File: src/rtl/ex_mul_unit_if.sv
// EX-stage multiplier handshake: operands and start/flush from the pipeline,
// stall/busy/valid/result back from the multiplier.
interface ex_mul_unit_if #(
    parameter int unsigned XLEN = 32
);
    logic            start_i;
    logic [1:0]      op_i;
    logic [XLEN-1:0] data1_i;
    logic [XLEN-1:0] data2_i;
    logic            flush_i;
    logic            stall_o;
    logic            busy_o;
    logic            valid_o;
    logic [XLEN-1:0] result_o;

    modport master (
        output start_i, op_i, data1_i, data2_i, flush_i,
        input  stall_o, busy_o, valid_o, result_o
    );

    modport slave (
        input  start_i, op_i, data1_i, data2_i, flush_i,
        output stall_o, busy_o, valid_o, result_o
    );
endinterface

File: src/rtl/ex_mul_unit.sv
// Iterative RV32M multiplier (MUL/MULH/MULHSU/MULHU) on sign-magnitude operands.
// Radix-2 shift-add by default; define MUL_RADIX4_EN to retire two multiplier bits per cycle.
module ex_mul_unit #(
    parameter int unsigned XLEN = 32
) (
    input logic          clk_i,
    input logic          rst_n_i,
    ex_mul_unit_if.slave bus_io
);

`ifdef MUL_RADIX4_EN
    localparam int unsigned NumIter = XLEN / 2;
    localparam int unsigned Shift   = 2;
`else
    localparam int unsigned NumIter = XLEN;
    localparam int unsigned Shift   = 1;
`endif
    localparam int unsigned CntW = $clog2(NumIter + 1);

    typedef enum logic [1:0] {StIdle, StCalc, StDone} state_e;

    state_e              state_q, state_d;
    logic [2*XLEN-1:0]   mcand_q, mcand_d;
    logic [2*XLEN-1:0]   acc_q, acc_d;
    logic [XLEN-1:0]     mplier_q, mplier_d;
    logic [XLEN-1:0]     result_q, result_d;
    logic                sign_q, sign_d;
    logic [1:0]          op_q, op_d;
    logic [CntW-1:0]     cnt_q, cnt_d;
    logic                busy_q, busy_d;
    logic                valid_q, valid_d;
`ifdef MUL_RADIX4_EN
    logic [2*XLEN-1:0]   mcand3_q, mcand3_d;
`endif

    logic                sa, sb;
    logic [XLEN-1:0]     a_mag, b_mag;
    logic [2*XLEN-1:0]   addend, acc_sum, prod;
    logic                last;

    // Operand signs follow the op: rs1 signed for MULH/MULHSU, rs2 signed for MULH only.
    always_comb begin
        sa    = bus_io.data1_i[XLEN-1] & ((bus_io.op_i == 2'b01) | (bus_io.op_i == 2'b10));
        sb    = bus_io.data2_i[XLEN-1] & (bus_io.op_i == 2'b01);
        a_mag = sa ? (~bus_io.data1_i + XLEN'(1)) : bus_io.data1_i;
        b_mag = sb ? (~bus_io.data2_i + XLEN'(1)) : bus_io.data2_i;
    end

    always_comb begin
`ifdef MUL_RADIX4_EN
        case (mplier_q[1:0])
            2'b01:   addend = mcand_q;
            2'b10:   addend = mcand_q << 1;
            2'b11:   addend = mcand3_q;
            default: addend = '0;
        endcase
`else
        addend = mplier_q[0] ? mcand_q : '0;
`endif
        acc_sum = acc_q + addend;
        prod    = sign_q ? (~acc_sum + (2*XLEN)'(1)) : acc_sum;
        last    = (cnt_q == CntW'(1));
    end

    always_comb begin
        state_d  = state_q;
        mcand_d  = mcand_q;
        acc_d    = acc_q;
        mplier_d = mplier_q;
        result_d = result_q;
        sign_d   = sign_q;
        op_d     = op_q;
        cnt_d    = cnt_q;
`ifdef MUL_RADIX4_EN
        mcand3_d = mcand3_q;
`endif
        unique case (state_q)
            StIdle: begin
                if (bus_io.start_i && !bus_io.flush_i) begin
                    state_d  = StCalc;
                    mcand_d  = {{XLEN{1'b0}}, a_mag};
                    mplier_d = b_mag;
                    sign_d   = sa ^ sb;
                    op_d     = bus_io.op_i;
                    acc_d    = '0;
                    cnt_d    = CntW'(NumIter);
`ifdef MUL_RADIX4_EN
                    mcand3_d = {{XLEN{1'b0}}, a_mag} + {{(XLEN-1){1'b0}}, a_mag, 1'b0};
`endif
                end
            end
            StCalc: begin
                if (bus_io.flush_i) begin
                    state_d = StIdle;
                end else begin
                    acc_d    = acc_sum;
                    mcand_d  = mcand_q << Shift;
                    mplier_d = mplier_q >> Shift;
                    cnt_d    = cnt_q - CntW'(1);
`ifdef MUL_RADIX4_EN
                    mcand3_d = mcand3_q << Shift;
`endif
                    if (last) begin
                        state_d  = StDone;
                        result_d = (op_q == 2'b00) ? prod[XLEN-1:0] : prod[2*XLEN-1:XLEN];
                    end
                end
            end
            StDone:  state_d = StIdle;
            default: state_d = StIdle;
        endcase
        busy_d  = (state_d == StCalc);
        valid_d = (state_d == StDone);
    end

    always_ff @(posedge clk_i or negedge rst_n_i) begin
        if (!rst_n_i) begin
            state_q  <= StIdle;
            mcand_q  <= '0;
            acc_q    <= '0;
            mplier_q <= '0;
            result_q <= '0;
            sign_q   <= 1'b0;
            op_q     <= 2'b00;
            cnt_q    <= '0;
            busy_q   <= 1'b0;
            valid_q  <= 1'b0;
`ifdef MUL_RADIX4_EN
            mcand3_q <= '0;
`endif
        end else begin
            state_q  <= state_d;
            mcand_q  <= mcand_d;
            acc_q    <= acc_d;
            mplier_q <= mplier_d;
            result_q <= result_d;
            sign_q   <= sign_d;
            op_q     <= op_d;
            cnt_q    <= cnt_d;
            busy_q   <= busy_d;
            valid_q  <= valid_d;
`ifdef MUL_RADIX4_EN
            mcand3_q <= mcand3_d;
`endif
        end
    end

    // Reset gating keeps the hazard unit from seeing a stall while the unit is held in reset.
    assign bus_io.stall_o  = rst_n_i & (((state_q == StIdle) & bus_io.start_i & ~bus_io.flush_i)
                                        | (state_q == StCalc));
    assign bus_io.busy_o   = busy_q;
    assign bus_io.valid_o  = valid_q;
    assign bus_io.result_o = result_q;

endmodule

File: src/flat_wrapper.sv
// flat-port wrapper written by rule: the top's interface ports become plain ports
module ex_mul_unit_flat 
#(
    parameter int unsigned XLEN = 32
)
  (clk_i, rst_n_i, bus_io_start_i, bus_io_op_i, bus_io_data1_i, bus_io_data2_i, bus_io_flush_i, bus_io_stall_o, bus_io_busy_o, bus_io_valid_o, bus_io_result_o);
  ex_mul_unit_if #(.XLEN(XLEN)) bus_io_i ();
  input logic clk_i;
  input logic rst_n_i;
  input wire logic [$bits(bus_io_i.start_i)-1:0] bus_io_start_i;
  input wire logic [$bits(bus_io_i.op_i)-1:0] bus_io_op_i;
  input wire logic [$bits(bus_io_i.data1_i)-1:0] bus_io_data1_i;
  input wire logic [$bits(bus_io_i.data2_i)-1:0] bus_io_data2_i;
  input wire logic [$bits(bus_io_i.flush_i)-1:0] bus_io_flush_i;
  output wire logic [$bits(bus_io_i.stall_o)-1:0] bus_io_stall_o;
  output wire logic [$bits(bus_io_i.busy_o)-1:0] bus_io_busy_o;
  output wire logic [$bits(bus_io_i.valid_o)-1:0] bus_io_valid_o;
  output wire logic [$bits(bus_io_i.result_o)-1:0] bus_io_result_o;
  assign bus_io_i.start_i = bus_io_start_i;
  assign bus_io_i.op_i = bus_io_op_i;
  assign bus_io_i.data1_i = bus_io_data1_i;
  assign bus_io_i.data2_i = bus_io_data2_i;
  assign bus_io_i.flush_i = bus_io_flush_i;
  assign bus_io_stall_o = bus_io_i.stall_o;
  assign bus_io_busy_o = bus_io_i.busy_o;
  assign bus_io_valid_o = bus_io_i.valid_o;
  assign bus_io_result_o = bus_io_i.result_o;
  ex_mul_unit #(.XLEN(XLEN)) u_core (.clk_i(clk_i), .rst_n_i(rst_n_i), .bus_io(bus_io_i));
endmodule
File: config.mk
export PLATFORM = sky130hd
export DESIGN_NAME = ex_mul_unit_flat
export DESIGN_NICKNAME = d
export VERILOG_FILES = /design/src/rtl/ex_mul_unit_if.sv /design/src/rtl/ex_mul_unit.sv /design/src/flat_wrapper.sv
export SDC_FILE = /design/constraint.sdc
export NUM_CORES = 1
export LEC_CHECK = 0
export ABC_AREA = 1
export BUFFER_PORTS_ARGS = -buffer_cell sky130_fd_sc_hd__buf_2
export CORE_MARGIN = 5
export CORE_UTILIZATION = 40
export CTS_CLUSTER_SIZE = 28
export DETAILED_ROUTE_END_ITERATION = 16
export SLEW_MARGIN = 40
export SYNTH_ARGS = -nofsm -noshare
export SYNTH_HDL_FRONTEND = slang
export SYNTH_SLANG_ARGS = --single-unit
File: constraint.sdc
create_clock -name clk_i -period 3.7 [get_ports clk_i]
set_input_delay 0.185 -clock clk_i [delete_from_list [all_inputs] [get_ports clk_i]]
set_output_delay 0.185 -clock clk_i [all_outputs]
set_load 0.02 [all_outputs]
==> summary.md, run 1 <==
| Metric | Value |
|---|---|
| Fin. Hold Viols | 0 |
| Total wire length | 85.31 mm |
| VDD IR max | 0.0007803 V |
| Ys Warns | 0 |
| Via/cell ratio | 5.300 |
| Most frequent cells in the layout | 884 x nand2_1, 462 x inv_1, 389 x buf_4, 233 x o21ai_0, 220 x nand2_2 |
| Initial antenna violation count | 2 |
| Post-synthesis cell area | 0.01880 mm2 |
| Nets | 3,817 |
| Pwr dens | around 660 mW/mm2 |
| GRT Util Overall | between 30% and 40% |
| Global route hottest layer | met2 |
| Sink Count | between 200 and 250 |
| Main flop type after synthesis | dfrtp_1 |
| Setup crit start kind | flop |
| Cell family with most CP delay | simple AND/OR/NAND/NOR gates |
| Slowest stage cell, crit path | dfrtp_2 |
| Longest Clk Path Bufs | 3 |
| Most frequent CP cell | nand2_2 |
| Post-route ant nets | 0 |
| Vias after detailed routing | 22.82k |
| Crit. path cell count | 26 |
| R2R depth | 26 |
| Rel. slew slack | a little over two fifths |
| TritonCTS clock tree | yes |
| Clock transition at the registers of the reported paths | 0.06 ns |
| Highest Clock Rate | 276.3 MHz |
| Yosys cell types | 48 |
| First-pass GRT wire length | roughly 130 mm |
| Leakage | 13.84 nW |
| Worst-Margin Slew | 0.8429 ns |
| Async S/R FF share, synth | 100.0% |
| Met2 Use GR | between 50% and 60% |
| I/O Buffers | 104 |
| Most common cell after layout, fill and taps aside | nand2_1 |
| Met3 Use GR | 3.975% |
| Post-route minimum period | between 3 and 4 ns |
| Worst Path Buf+Inv | 6 |
| Setup slack after layout | 0.08021 ns |
| Worst clock skew | 0.01585 ns |
| Initial Util | 40.38% |
| Status | completed |
| Total gr overflow | 0 |
| Syn_nets | about 3.3k |
| Root buf cell | clkbuf_16 |
| 1st-iter DRT viols | about 2.1k |
| Grt met1 use | 45.63% |
| Pins Over Slew Limit | 0 |
| Dpl ws | -0.4803 ns |
| Layout cells sized above 1 | 33.03% |
| Synth Register Bits | around 210 |
| Die area | 0.05143 mm2 |
| Worst hold slack | 0.002520 ns |
| Fin crit share | between 90% and 100% |
| Chip Height | 226.8 um |
| P&R area growth vs syn | 42.09% |
| Die width | 226.8 um |
| Core area | 0.04656 mm2 |
| Final setup violation count | 0 |
| Hold depth | 4 |
| DR DRC count | 0 |
| Largest net degree at the start of global routing | 84 |
| RSZ-0062 raised after global routing | yes |
| Drt first pass iters | 6 |
| Worst EP arrival | between 4 and 5 ns |
| Critical Path Sink Type | flop |
| Number of fill cells | 4,689 |
| Avg WL per Cell | 19.82 um |
| DP HPWL | 67.03 mm |
| Crit Path Max Fanout | 7 |
| Max Cap Viol | 0 |
| Worst skew pair latency | 0.57 ns |
| Worst Hold Class | primary input to flop |
| Ports | 105 |
| WS Path Type | flop to flop |
| Gate Count Post-Synth | 3,201 |
| Sequential share of the synthesized area | a little over a quarter |
| Vias in the first global route | 21.36k |
| CTS HTree Levels | 1 |
| CP Data Required Time | 4.19 ns |
| # rows | 79 |
| TritonCTS Buffers | 27 |
| Critical Path Max Stage Delay | 0.45 ns |
| Final GP Congestion | 0.9986 |
| Post-synth EDFFs | 0 |
| Avg Inst Size Synth | 5.873 um2 |
sequential cells by signal, summed over array words and instances (netlist names):
register and flops:
u_core.acc_q 64, u_core.mcand_q 64, u_core.bus_io.result_o 32, u_core.mplier_q 32, u_core.cnt_q 6, u_core.op_q 2
u_core.state_q 2, u_core.bus_io.busy_o 1, u_core.bus_io.valid_o 1, u_core.sign_q 1
power by group:
group | switching (mW) | internal (mW) | leakage (nW)
combinational | 6.85 | 4.49 | 10.8
clock | 1.12 | 1.59 | 0.433
sequential | 0.672 | 2.86 | 2.64
layout make-up:
cell class              instances  area, um2  area share, %
diodes                          1      2.502       0.009369
clock buffers                  35      725.7          2.717
clock inverters                14      165.2         0.6184
inverters                     544       2046          7.659
multi-input cells            2366      13910          52.08
flip-flops and latches        205       5132          19.22
well taps                     607      759.5          2.843
repair buffers                533       3969          14.86
worst reg2reg max path, delay by kind of cell (launching register included):
kind / cells / cell delay (ns)
compound gates: 2 / 0.38
fa+ha+maj: 2 / 0.57
buf+inv: 6 / 0.60
flops: 1 / 0.45
simple gates: 16 / 1.54
metal layers:
metal  routed length [um]  part of all wire [%]
met2                38250                    45
met3                 6578                   7.7
met5                   14                 0.016
met4                 2745                   3.2
met1                37720                    44
path summary, 6_finish.rpt:
| check | start | slack (ns) | to |
|---|---|---|---|
| worst max register to register | u_core.mplier_q[0] | 0.08 | u_core.bus_io.result_o[9] |
| max in group asynchronous | rst_n_i | 2.68 | u_core.acc_q[45] |
| worst min register to register | u_core.mplier_q[18] | 0.48 | u_core.mplier_q[18] |
| worst min-delay path | bus_io_data2_i[14] | 0.003 | u_core.mplier_q[14] |
| worst max-delay path | u_core.mplier_q[0] | 0.08 | u_core.bus_io.result_o[9] |
| min in group asynchronous | rst_n_i | 0.07 | u_core.acc_q[21] |
through the flow:
stage               util, %  power (mW)  area (um2)  std cells  setup TNS [ns]
global route          57.37       18.55       26710       4304          -1.109
CTS                   53.01       15.72       24680       4272        -0.02027
global placement      48.39       12.09       22530       4185          -7.196
floorplan                 -       8.000       18800       3201               0
detailed placement    48.39       12.15       22530       4185          -6.457
finish                57.37       17.59       26710       4305               0
cell usage after synthesis (all sizes together) (11+ instances only):
cell type     n  area (um2)
a21oi       159       803.3
a31oi        16       100.1
buf          15       67.56
clkbuf       71       266.5
dfrtp       205        5130
ha           69       863.3
inv         537        2016
nand2      1160        4477
nand3       212        1126
nand4        27       168.9
nor2        324        1356
nor3         26       150.2
nor4         11       68.82
o211ai       12       90.09
o21ai       248        1256
o31ai        20       150.1
xnor2        13       121.4
xor2         29       254.0
what timing repair did:
item,4_1_cts,5_1_grt
hold buffers,21,0
pin swaps,24,149
endpoints found under the hold margin,98,0
resized for setup,208,480
endpoints found under the setup margin,29,32
buffers inserted,16,31
cloned,1,1
cells by family (layout without fill, tap and decap cells):
family,count (synthesis),after routing,share of synthesized area [%]
AOI/OAI and AO/OA,475,475,13.58
xor gates and xnor gates,42,42,1.997
adders and majority gates,70,70,4.699
buffers and inverters,630,1126,12.64
DFF,205,205,27.29
other,0,1,0
and+or+nand+nor,1779,1779,39.79
(Power assumes the default switching activity.)
==> inputs of run 2 (changes only) <==
PLACE_DENSITY = 0.64   (was default)
RECOVER_POWER = 25   (was default)
==> summary.md, run 2 (synthesized netlist as in run 1, its figures left out) <==
| Metric | Value |
|---|---|
| Cell family with most CP delay | simple AND/OR/NAND/NOR gates |
| Via/cell ratio | 5.197 (-2.0%) |
| Most frequent CP cell | nand2_1 |
| Die area | 0.05143 mm2 (unchanged) |
| Nets | 3,637 (-4.7%) |
| Register area | 0.005132 mm2 (unchanged) |
| Die width | 226.8 um (unchanged) |
| Post-route insts no fill | 4,125 (-4.2%) |
| Max Cap Viol | 1 (+1) |
| DR DRC count | 0 (unchanged) |
| # rows | 79 (unchanged) |
| Vias after detailed routing | 21.44k (-6.1%) |
| CTS HTree Levels | 1 (unchanged) |
| Number of fill cells | 4,834 (+3.1%) |
| GRT Util Overall | 28.38% (-3.5 points) |
| Leakage | 12.69 nW (-8.3%) |
| Final GP Congestion | 1.005 (+0.64%) |
| Worst skew pair latency | 0.56 ns (about the same) |
| Post-Place Cells | 4,053 (-3.2%) |
| Fin. Hold Viols | 0 (unchanged) |
| Critical Path Sink Type | flop |
| Worst Hold Class | primary input to flop |
| Core area | 0.04656 mm2 (unchanged) |
| CP Data Required Time | 4.17 ns (-0.02 ns) |
| Worst Path Buf+Inv | 6 (unchanged) |
| Final setup violation count | 0 (unchanged) |
| Slowest stage cell, crit path | dfrtp_2 |
| Sink Count | 205 (unchanged) |
| Initial antenna violation count | 1 (-1) |
| Crit Path Max Fanout | 25 (+18) |
| P&R area growth vs syn | 25.33% |
| TritonCTS clock tree | yes |
| Pins Over Slew Limit | 74 (+74) |
| Setup crit start kind | flop |
| Total gr overflow | 0 (unchanged) |
| 1st-iter DRT viols | 1,937 (-8.8%) |
| Drt first pass iters | 6 (unchanged) |
| DP HPWL | 58.88 mm (-12%) |
| I/O Buffers | 104 (unchanged) |
| Most frequent cells in the layout | 1,054 x nand2_1, 501 x inv_1, 236 x o21ai_0, 227 x buf_4, 221 x nor2_1 |
| Clock transition at the registers of the reported paths | 0.06 ns (about the same) |
| Fin area | 0.02356 mm2 (-12%) |
| RSZ-0062 raised after global routing | yes |
| Worst clock skew | 0.02344 ns (+0.007591 ns) |
| Critical Path Max Stage Delay | 0.47 ns (+0.02 ns) |
| Vias in the first global route | 20.14k (-5.7%) |
| Avg WL per Cell | 18.13 um (-8.5%) |
| Layout cells sized above 1 | 20.42% (-13 points) |
| Root buf cell | clkbuf_16 |
| Worst EP arrival | 4.14 ns (+0.03 ns) |
| Worst-Margin Slew | 1.986 ns (+1.143 ns) |
| Post-route ant nets | 0 (unchanged) |
| Initial Util | 40.38% (unchanged) |
| Longest Clk Path Bufs | 3 (unchanged) |
| TritonCTS Buffers | 27 (unchanged) |
| Pwr dens | 647.9 mW/mm2 (-1.6%) |
| Setup TNS | 0 ns (unchanged) |
| Status | finished, violations left |
| WS Path Type | flop to flop |
| Fin crit share | 99.16% (+1.3 points) |
| Failing checks | max-capacitance violations, max-slew violations |
| Ports | 105 (unchanged) |
| Chip Height | 226.8 um (unchanged) |
| Post-route minimum period | 3.669 ns (+0.04899 ns) |
| Highest Clock Rate | 272.6 MHz (-1.3%) |
| Biggest regs | u_core.acc_q (64), u_core.mcand_q (64) |
| Rel. slew slack | -32.37% (-76 points) |
| Footprint of the multi-input gates | 0.01221 mm2 (-12%) |
| Placed Area | 0.02155 mm2 (-4.3%) |
| First-pass GRT wire length | 113.6 mm (-9.5%) |
| Largest net degree at the start of global routing | 187 (+120%) |
| Most common cell after layout, fill and taps aside | nand2_1 |
| Total wire length | 74.80 mm (-12%) |
| VDD IR max | 0.0004395 V (-44%) |
[run 2: final timing paths]
path                                           startpoint                    endpoint  slack (ns)  depth (start not counted)
worst max register to register         u_core.mplier_q[0]  u_core.bus_io.result_o[27]        0.03                         25
worst max-delay path                   u_core.mplier_q[0]  u_core.bus_io.result_o[27]        0.03                         25
worst min-delay path                   bus_io_data2_i[14]         u_core.mplier_q[14]       0.005                          4
worst min register to register  u_core.bus_io.result_o[0]   u_core.bus_io.result_o[0]        0.48                          2
min in group asynchronous                         rst_n_i            u_core.acc_q[19]        0.75                          2
max in group asynchronous                         rst_n_i          u_core.mcand_q[49]        0.63                          3
[run 2: area by class of cell]
type | count | area share [%]
multi-input cells | 2366 | 51.83
flip-flops and latches | 205 | 21.78
repair buffers | 353 | 10.52
inverters | 544 | 8.667
clock buffers | 38 | 3.340
well taps | 607 | 3.224
clock inverters | 11 | 0.6320
diodes | 1 | 0.01062
[run 2: per-layer routing]
metal  track usage [%]  share of wire (%)  wire length [um]
met5                 0              0.061                46
met4             10.25                4.4              3313
met1             39.70                 44             32620
met2             44.41                 44             32690
met3             4.713                8.2              6130
[run 2: per-stage QoR]
stage	hold slack [ns]	worst slack [ns]	total power [mW]	utilization, %
after global routing	0.02961	-0.1352	16.22	50.60
after floorplan	-0.1106	0.2594	8.000	-
after global placement	0.2114	-0.2114	11.43	46.28
final	0.005209	0.03122	15.26	50.61
after detailed placement	0.2031	-0.2172	11.45	46.28
after CTS	0.002601	0.01244	14.32	48.70
[run 2: worst min-delay path: cells and delay by family]
kind / cells / cell delay (ns)
buffers and inverters: 1 / 0.10
AOI/OAI and AO/OA: 3 / 0.23
[run 2: repair_timing]
item,CTS,global route
hold endpoints to repair,83,0
cloned,0,0
pin swaps,2,11
buffers inserted,1,7
hold buffers,14,0
endpoints found under the setup margin,27,32
gates resized for setup,16,210
[run 2: power breakdown]
group	switching, mW	internal, mW	total [mW]	leakage (nW)
Clock	1.08	1.69	2.77	0.451
Sequential	0.645	2.86	3.51	2.64
Combinational	5.60	3.38	8.98	9.59
==> inputs of run 3 (changes only) <==
--- a/config.mk
+++ b/config.mk
@@ -9,2 +9,3 @@
 export BUFFER_PORTS_ARGS = -buffer_cell sky130_fd_sc_hd__buf_2
+export CAP_MARGIN = 20
 export CORE_MARGIN = 5
--- a/constraint.sdc
+++ b/constraint.sdc
@@ -3,2 +3,2 @@
 set_output_delay 0.185 -clock clk_i [all_outputs]
-set_load 0.02 [all_outputs]
+set_load 0.1 [all_outputs]
==> summary.md, run 3 (synthesized netlist as in run 1, its figures left out) <==
| Metric | Value |
|---|---|
| Vias in the first global route | 19.45k (-3.4%) |
| Post-route insts no fill | 4,090 (-0.85%) |
| WS Path Type | flop to flop |
| Clock transition at the registers of the reported paths | 0.06 ns (about the same) |
| Most frequent CP cell | nand2_1 |
| Initial Util | 40.38% (unchanged) |
| Sink Count | 205 (unchanged) |
| Crit Path Max Fanout | 13 (-48%) |
| Die area | 0.05143 mm2 (unchanged) |
| Status | finished, violations left |
| Critical Path Sink Type | flop |
| Combinational share of power | 60.8% (+2.0 points) |
| Critical Path Max Stage Delay | 0.51 ns (+0.04 ns) |
| First-pass GRT wire length | 110.3 mm (-2.9%) |
| Layout cells sized above 1 | 19.56% (-0.86 points) |
| Largest net degree at the start of global routing | 187 (unchanged) |
| Vias after detailed routing | 21.43k (-0.042%) |
| Pwr dens | 687.0 mW/mm2 (+6.0%) |
| Core area | 0.04656 mm2 (unchanged) |
| Worst Path Buf+Inv | 4 (-2) |
| Design Power | 15.94 mW (+4.4%) |
| Worst clock skew | 0.02361 ns (+0.0001730 ns) |
| P&R area growth vs syn | 23.41% |
| Internal | 7.694 mW (-3.0%) |
| Avg WL per Cell | 17.97 um (-0.91%) |
| Register area | 0.005132 mm2 (unchanged) |
| RSZ-0062 raised after global routing | yes |
| Most common cell after layout, fill and taps aside | nand2_1 |
| DP HPWL | 57.58 mm (-2.2%) |
| # rows | 79 (unchanged) |
| CTS HTree Levels | 1 (unchanged) |
| Worst-Margin Slew | 1.602 ns (-0.3833 ns) |
| Total gr overflow | 0 (unchanged) |
| Fin area | 0.02320 mm2 (-1.5%) |
| Nets | 3,603 (-0.93%) |
| Footprint of the multi-input gates | 0.01206 mm2 (-1.2%) |
| Total wire length | 73.49 mm (-1.7%) |
| Final GP Congestion | 1.028 (+2.3%) |
| TritonCTS clock tree | yes |
| Highest Clock Rate | 266.2 MHz (-2.3%) |
| Die width | 226.8 um (unchanged) |
| Final setup violation count | 1 (+1) |
| Failing checks | max-capacitance violations, max-slew violations, negative setup slack |
| Sw Pwr | 8.245 mW (+12%) |
| 1st-iter DRT viols | 2,263 (+17%) |
| Initial antenna violation count | 1 (unchanged) |
| Number of fill cells | 4,836 (+0.041%) |
| VDD IR max | 0.0007382 V (+68%) |
| DR DRC count | 0 (unchanged) |
| GRT Util Overall | 27.54% (-0.85 points) |
| Setup crit start kind | flop |
| Slowest stage cell, crit path | dfrtp_2 |
| Switching fraction of total power | 51.73% (+3.7 points) |
| Crit-path cells | buf_12 -> nand2_1 -> inv_1 -> ha_1 -> nand2_2 -> nor2_2 -> buf_4 -> nand2_2 -> nor2_2 -> nand2_2 -> nand2_2 -> nand2_1 -> nand2_2 -> nand2_1 -> nor2_2 -> nand3_2 -> nor2_4 -> nand2_1 -> nand2_1 -> buf_4 -> nand2_1 -> nand2_1 -> nand3_1 -> a21oi_2 |
| Drt first pass iters | 7 (+1) |
| Rel. slew slack | -6.816% (+26 points) |
| Via/cell ratio | 5.239 (+0.81%) |
| Cell family with most CP delay | simple AND/OR/NAND/NOR gates |
| Post-route ant nets | 0 (unchanged) |
| Placed Area | 0.02136 mm2 (-0.86%) |
| Ports | 105 (unchanged) |
| Leakage | 12.58 nW (-0.81%) |
| Post-Place Cells | 4,025 (-0.69%) |
| Pins Over Slew Limit | 107 (+45%) |
| I/O Buffers | 104 (unchanged) |
| Fin crit share | 101.5% (+2.4 points) |
| Max Cap Viol | 1 (unchanged) |
| Post-route minimum period | 3.756 ns (+0.08715 ns) |
| CP Data Required Time | 4.17 ns (about the same) |
| Worst EP arrival | 4.23 ns (+0.09 ns) |
| Fin. Hold Viols | 0 (unchanged) |
| Finished Core Util | 49.83% (-0.78 points) |
| Worst Hold Class | primary input to flop |
| Worst skew pair latency | 0.56 ns (about the same) |
| Longest Clk Path Bufs | 3 (unchanged) |
| Most frequent cells in the layout | 1,060 x nand2_1, 499 x inv_1, 235 x o21ai_0, 215 x nor2_1, 203 x dfrtp_1 |
| Setup slack after layout | -0.05592 ns (-0.08715 ns) |
| Clock power frac | 17.3% (-0.9 points) |
| TritonCTS Buffers | 26 (-3.7%) |
| Root buf cell | clkbuf_16 |
| Chip Height | 226.8 um (unchanged) |
| Sequential power share | 21.9% (-1.1 points) |
| Biggest regs | u_core.acc_q (64), u_core.mcand_q (64) |
## run 3: changes by cell type in the layout (fill, tap and decap cells not counted), sizes merged
cell and delta:
buf -30, bufinv +1, clkbuf -3, clkinv +1
clkinvlp -2, dlygate4sd3 -2
## run 3: power by group through the flow
stage	clock, mW	combinational (mW)	sequential (mW)
2_1_floorplan	0	4.62	4.45
3_3_place_gp	0	8.81	3.48
3_5_place_dp	0	8.83	3.47
4_1_cts	2.80	8.90	3.44
5_1_grt	2.90	10.5	3.53
6_report	2.76	9.68	3.50
## run 3: layout make-up
class / count / share of cell area (%)
antenna: 1 / 0.01079
sequential: 205 / 22.12
clock inverter: 11 / 0.7119
inverter: 544 / 8.802
tap: 607 / 3.274
timing repair buffer: 320 / 9.821
multi-input combinational: 2366 / 51.98
clock buffer: 36 / 3.274
## run 3: worst paths after layout
kind                                     start                          to  slack [ns]  cells after the start
max                         u_core.mplier_q[0]  u_core.bus_io.result_o[23]       -0.06                     24
min                         bus_io_data1_i[10]          u_core.mcand_q[10]       0.009                      4
max reg2reg                 u_core.mplier_q[0]  u_core.bus_io.result_o[23]       -0.06                     24
min reg2reg                u_core.mplier_q[26]         u_core.mplier_q[26]        0.48                      2
max in group asynchronous              rst_n_i          u_core.mplier_q[0]        1.39                      3
min in group asynchronous              rst_n_i            u_core.acc_q[12]        0.18                      2
## run 3: worst reg2reg max path: stages, from the launching register on
cell and delay (ns):
dfrtp_2 0.51, buf_12 0.20, nand2_1 0.09, inv_1 0.05, ha_1 0.37, nand2_2 0.12, nor2_2 0.17, buf_4 0.13
nand2_2 0.07, nor2_2 0.18, nand2_2 0.09, nand2_2 0.13, nand2_1 0.08, nand2_2 0.17, nand2_1 0.12, nor2_2 0.17
nand3_2 0.14, nor2_4 0.17, nand2_1 0.06, nand2_1 0.13, buf_4 0.16, nand2_1 0.05, nand2_1 0.05, nand3_1 0.09
a21oi_2 0.18
## run 3: timing repair
action / CTS / global route
endpoints found under the hold margin: 61 / 0
pin swaps: 0 / 22
gates resized for setup: 15 / 194
setup buffers: 0 / 4
gates cloned: 0 / 1
hold buffers: 12 / 0
endpoints found under the setup margin: 18 / 32
## run 3: per-layer routing
layer	track usage (%)	wire length, um	vias up
li1	-	-	10560
met1	38.88	32120	9824
met2	44.54	32540	889
met3	3.198	5954	152
met4	8.170	2875	0
met5	0	0	-
## run 3: per-stage QoR
stage               setup WS, ns  setup TNS, ns  hold slack [ns]
global placement         -0.1166        -0.6908           0.1720
floorplan                 0.2568              0          -0.1106
finish                  -0.05592       -0.05592         0.009396
global route             -0.2407         -3.215          0.03329
CTS                     0.003475              0         0.001032
detailed placement      -0.09521        -0.7557           0.1764
